`config.mk`:
```
export PLATFORM = sky130hd
export DESIGN_NAME = pipe_ctrl
export DESIGN_NICKNAME = d
export VERILOG_FILES = /design/src/rtl/pipe_ctrl.sv
export SDC_FILE = /design/constraint.sdc
export NUM_CORES = 1
export LEC_CHECK = 0
export CAP_MARGIN = 25
export CORE_MARGIN = 2
export CORE_UTILIZATION = 43
export CTS_CLUSTER_SIZE = 8
export DETAILED_ROUTE_END_ITERATION = 7
export PLACE_DENSITY = 0.82
export SLEW_MARGIN = 20
export SYNTH_ARGS = -nofsm -noshare
export SYNTH_HDL_FRONTEND = slang
export SYNTH_SLANG_ARGS = --single-unit
export TNS_END_PERCENT = 20
```
`constraint.sdc`:
```
create_clock -name clk -period 3.2 [get_ports clk]
set_input_delay 0.48 -clock clk [delete_from_list [all_inputs] [get_ports clk]]
set_output_delay 0.48 -clock clk [all_outputs]
set_load 0.01 [all_outputs]
```
`src/rtl/pipe_ctrl.sv`:
```
// Pipeline hazard/exception controller: per-stage stall masks, one-cycle flush
// pulse with redirect target, stall watchdog and stalled-cycle statistics.
module pipe_ctrl #(
  parameter logic [31:0] EXC_VECTOR = 32'h0000_0020,
  parameter logic [31:0] ERET_CODE  = 32'h0000_000e,
  parameter int unsigned WDT_LIMIT  = 1023
) (
  input  logic        clk,
  input  logic        rst,
  input  logic        stallreq_from_if,
  input  logic        stallreq_from_id,
  input  logic        stallreq_from_ex,
  input  logic        stallreq_from_mem,
  input  logic [31:0] excepttype_i,
  input  logic [31:0] cp0_epc_i,
  output logic [4:0]  stall_o,
  output logic        flush_o,
  output logic [31:0] new_pc_o,
  output logic        stall_timeout_o,
  output logic [31:0] stall_cycles_o
);

  typedef enum logic {
    RUN   = 1'b0,
    FLUSH = 1'b1
  } state_e;

  localparam logic [9:0] WDT_MAX = 10'(WDT_LIMIT);

  state_e      state_q, state_d;
  logic        flush_q, flush_d;
  logic [31:0] new_pc_q, new_pc_d;
  logic [9:0]  wdt_cnt_q, wdt_cnt_d;
  logic        stall_timeout_q, stall_timeout_d;
  logic [31:0] stall_cycles_q, stall_cycles_d;
  logic        stalled;

  // Freeze the whole pipe while an exception is pending; the flush cycle and
  // reset release every stage so the cleared registers can load.
  always_comb begin
    // NOTE: every output of a combinational block gets a default first, so no path can infer a latch.
    stall_o = 5'b00000;
    if (!rst && state_q == RUN) begin
      if (excepttype_i != 32'd0)  stall_o = 5'b11111;
      else if (stallreq_from_mem) stall_o = 5'b01111;
      else if (stallreq_from_ex)  stall_o = 5'b00111;
      else if (stallreq_from_id)  stall_o = 5'b00011;
      else if (stallreq_from_if)  stall_o = 5'b00001;
    end
  end

  assign stalled = |stall_o;

  always_comb begin
    state_d  = state_q;
    flush_d  = 1'b0;
    new_pc_d = 32'd0;
    case (state_q)
      RUN: begin
        if (excepttype_i != 32'd0) begin
          state_d  = FLUSH;
          flush_d  = 1'b1;
          new_pc_d = (excepttype_i == ERET_CODE) ? cp0_epc_i : EXC_VECTOR;
        end
      end
      FLUSH:   state_d = RUN;
      default: state_d = RUN;
    endcase

    if (!stalled)                 wdt_cnt_d = 10'd0;
    else if (wdt_cnt_q >= WDT_MAX) wdt_cnt_d = wdt_cnt_q;
    else                          wdt_cnt_d = wdt_cnt_q + 10'd1;

    stall_timeout_d = stall_timeout_q | (stalled && wdt_cnt_d == WDT_MAX);
    stall_cycles_d  = stalled ? stall_cycles_q + 32'd1 : stall_cycles_q;
  end

  always_ff @(posedge clk or posedge rst) begin
    // NOTE: state is updated with non-blocking assignments so every flop samples pre-edge values.
    if (rst) begin
      state_q         <= RUN;
      flush_q         <= 1'b0;
      new_pc_q        <= 32'd0;
      wdt_cnt_q       <= 10'd0;
      stall_timeout_q <= 1'b0;
      stall_cycles_q  <= 32'd0;
    end else begin
      state_q         <= state_d;
      flush_q         <= flush_d;
      new_pc_q        <= new_pc_d;
      wdt_cnt_q       <= wdt_cnt_d;
      stall_timeout_q <= stall_timeout_d;
      stall_cycles_q  <= stall_cycles_d;
    end
  end

  assign flush_o         = flush_q;
  assign new_pc_o        = new_pc_q;
  assign stall_timeout_o = stall_timeout_q;
  assign stall_cycles_o  = stall_cycles_q;

endmodule

```
==> flow_metrics.env <==
export IMPL_status="complete, no violations"
export IMPL_rsz0062_at_grt="no"
export IMPL_cp_max_fo=7
export IMPL_drv_slew=0
export IMPL_cts_inserted_buffers=9
export IMPL_synth_flop_cell="dfrtp_1"
export IMPL_post_cts_buffers=0
export IMPL_synth_top_cell_area_share_pct=57.1
export IMPL_synthTopCellsByArea="dfrtp_1 57%, xnor2_1 7.4%, and2_1 6.0%"
export IMPL_p_clk_share_pct=37.9
export IMPL_grt_pass1_vias=2802
export IMPL_area_delta_synth_final_pct=53.0
export IMPL_synth_cell_area_sq_um=3330
export IMPL_insertion_delay_ps=340
export IMPL_cts_buffer_depth=2
export IMPL_worst_path_max_delay_cell="clkdlybuf4s50_1"
export IMPL_fin_crit_ps=3000
export IMPL_cts_tree="built"
export IMPL_start_util_pct=43.8
export IMPL_diodes=0
export IMPL_clock_root_buffer="clkbuf_8"
export IMPL_grt_overflow=0
export IMPL_vias_per_cell=5.11
export IMPL_numPortBuffers=140
export IMPL_wl_per_cell_um=14.6
export IMPL_max_cap_violations=0
export IMPL_dieArea_sq_um=8470
export IMPL_setup_viol=0
export IMPL_p_comb_share_pct=15.0
export IMPL_yosysMostFrequentCell="dfrtp_1"
export IMPL_drt_antenna_violating_nets=0
export IMPL_worst_pin_slew_ps=592
export IMPL_ys_seq_elements=76
export IMPL_gp_congestion=0.823
export IMPL_path_cells="clkdlybuf4s50_1 -> nor4_1 -> nand4_1 -> nor3_4 -> a21o_1 -> inv_4 -> clkdlybuf4s50_1"
export IMPL_fin_util_pct=67.0
export IMPL_final_nets=516
export IMPL_die_h_um=92.0
export IMPL_grt_pass1_wl_mm=13.4
export IMPL_ir_drop_mv=0.216
export IMPL_routed_wl_mm=8.05
export IMPL_power_frac_seq_pct=47.1
export IMPL_seq_area_frac_synth_pct=57.1
export IMPL_synth_common_cells="76 x dfrtp_1, 32 x and2_1, 28 x xnor2_1"
export IMPL_critical_path_arrival_ps=2520
export IMPL_cts_clk_slew_worst_paths_ps=70
export IMPL_dpl_cell_area_sq_um=4860
export IMPL_finalSetupTns_ps=0
export IMPL_grt_usage_pct=20.2
export IMPL_first_pass_iters=4
export IMPL_p_leak_uw=0.00223
export IMPL_hpwl_mm=6.23
export IMPL_skew_ps=7.86
export IMPL_worstSetupStartpointType="input port"
export IMPL_core_sq_um=7610
export IMPL_synth_cell_types=37
export IMPL_async_flop_share_pct=100
export IMPL_crit_path_end_kind="primary output"
export IMPL_power_density_nw_per_um2=446
export IMPL_fin_ws_ps=197
export IMPL_critPathRequiredTime_ps=2720
export IMPL_die_w_um=92.0
export IMPL_crit_type="in2out"
export IMPL_min_path_type="reg2reg"
export IMPL_switchingPower_uw=546
export IMPL_finalCritPeriodShare_pct=93.8
export IMPL_power_uw=2270
export IMPL_cts_hold_buf=0
export IMPL_ios=141
export IMPL_grt_max_degree=49
export IMPL_syn_area_per_cell_sq_um=11.1
export IMPL_yosysTopAreaCell="dfrtp_1"
export IMPL_drive_above_1_share_pct=7.14
export IMPL_cts_resized=0
export IMPL_syn_num_nets=371
export IMPL_finalHoldViolCount=0
export IMPL_crit_path_max_incr_delay_ps=480
export IMPL_slew_headroom_pct=60.5
export IMPL_clock_sinks=76
export IMPL_synth_edff_count=0
export IMPL_cts_max_level=3
export IMPL_syn_instance_count=299
export IMPL_ys_warn_count=0
export IMPL_internal_power_uw=1730
export IMPL_fmax_mhz=333
export IMPL_switching_share_pct=24.0
export IMPL_vias=2813
export IMPL_final_area_sq_um=5100
export IMPL_drt_initial_drc_count=78
export IMPL_drc=0
export IMPL_antenna_found_initial=0
export IMPL_critPathMostFrequentCell="clkdlybuf4s50_1"
export IMPL_dp_slack_ps=185
export IMPL_rows=32
## power groups by stage
stage / clock (uW) / combinational (uW) / sequential [uW]
after detailed placement: 0 / 346 / 1090
after global placement: 0 / 338 / 1090
after floorplan: 0 / 116 / 1100
final: 861 / 342 / 1070
after global routing: 919 / 378 / 1080
after CTS: 878 / 346 / 1070
## critical path, delay by kind of cell
| family | cells | cell delay, ps |
|---|---|---|
| AOI/OAI and AO/OA | 1 | 200 |
| and+or+nand+nor | 3 | 890 |
| buffers and inverters | 3 | 950 |
## layer usage
metal  track usage [%]  share of wire (%)
met2              34.1                 51
met3              6.74                7.0
met4              7.59                2.4
met5                 0                  0
met1              24.0                 39
## cell usage in the layout, fill, tap and decap left out, drive strengths merged, types with 2 or more instances in the layout
| cell | Yosys | final |
|---|---|---|
| bufinv | 0 | 3 |
| a211oi | 3 | 3 |
| clkdlybuf4s50 | 0 | 140 |
| a21oi | 8 | 8 |
| xnor2 | 28 | 28 |
| nand2 | 17 | 17 |
| clkbuf | 6 | 9 |
| mux2i | 3 | 3 |
| and2 | 32 | 32 |
| clkinv | 0 | 2 |
| and4 | 6 | 6 |
| buf | 6 | 6 |
| xor2 | 6 | 6 |
| nand3 | 18 | 18 |
| nor3 | 10 | 10 |
| ha | 2 | 2 |
| nor4 | 9 | 9 |
| nand4 | 15 | 15 |
| dfrtp | 76 | 76 |
| nor2 | 17 | 17 |
| o21ai | 5 | 5 |
| or3 | 2 | 2 |
| and3 | 11 | 11 |
| a31oi | 4 | 4 |
| inv | 7 | 8 |
## path summary, 6_finish.rpt
path	cells past startpoint	start	to	slack, ps
worst max-delay path	7	excepttype_i[0]	stall_o[0]	200
worst min-delay path	1	stall_timeout_o$_DFF_PP0_	stall_timeout_o$_DFF_PP0_	490
worst max register to register	6	stall_cycles_o[3]$_DFFE_PP0P_	stall_cycles_o[29]$_DFFE_PP0P_	1170
worst min register to register	1	stall_timeout_o$_DFF_PP0_	stall_timeout_o$_DFF_PP0_	490
max in group asynchronous	3	rst	stall_cycles_o[2]$_DFFE_PP0P_	1990
min in group asynchronous	2	rst	stall_cycles_o[28]$_DFFE_PP0P_	550
## cell type report
cell class,count,area (sq um)
Clock buffer,9,124
Clock inverter,6,113
Fill cell,554,2510
Inverter,7,28.8
Multi-Input combinational cell,204,1340
Sequential cell,76,1900
Tap cell,102,128
Timing Repair Buffer,146,1460
## flip-flops by register name, summed over array words and instances, names as in the netlist
name / count
new_pc_o: 32
stall_cycles_o: 32
wdt_cnt_q: 10
flush_o: 1
stall_timeout_o: 1
## cell families after synthesis
group / after synthesis / share of synthesized area, %
AOI/OAI and AO/OA: 24 / 4.54
xor gates and xnor gates: 34 / 8.93
adders and majority gates: 2 / 0.751
buffers and inverters: 19 / 2.89
DFF: 76 / 57.1
muxes: 3 / 0.901
and+or+nand+nor: 141 / 24.9
## per-stage QoR
step,instances,hold WS (ps)
after CTS,550,496
final,550,492
after global routing,550,522
after global placement,534,464
after detailed placement,535,479
after floorplan,299,506
Power figures use the tool's default switching activity.
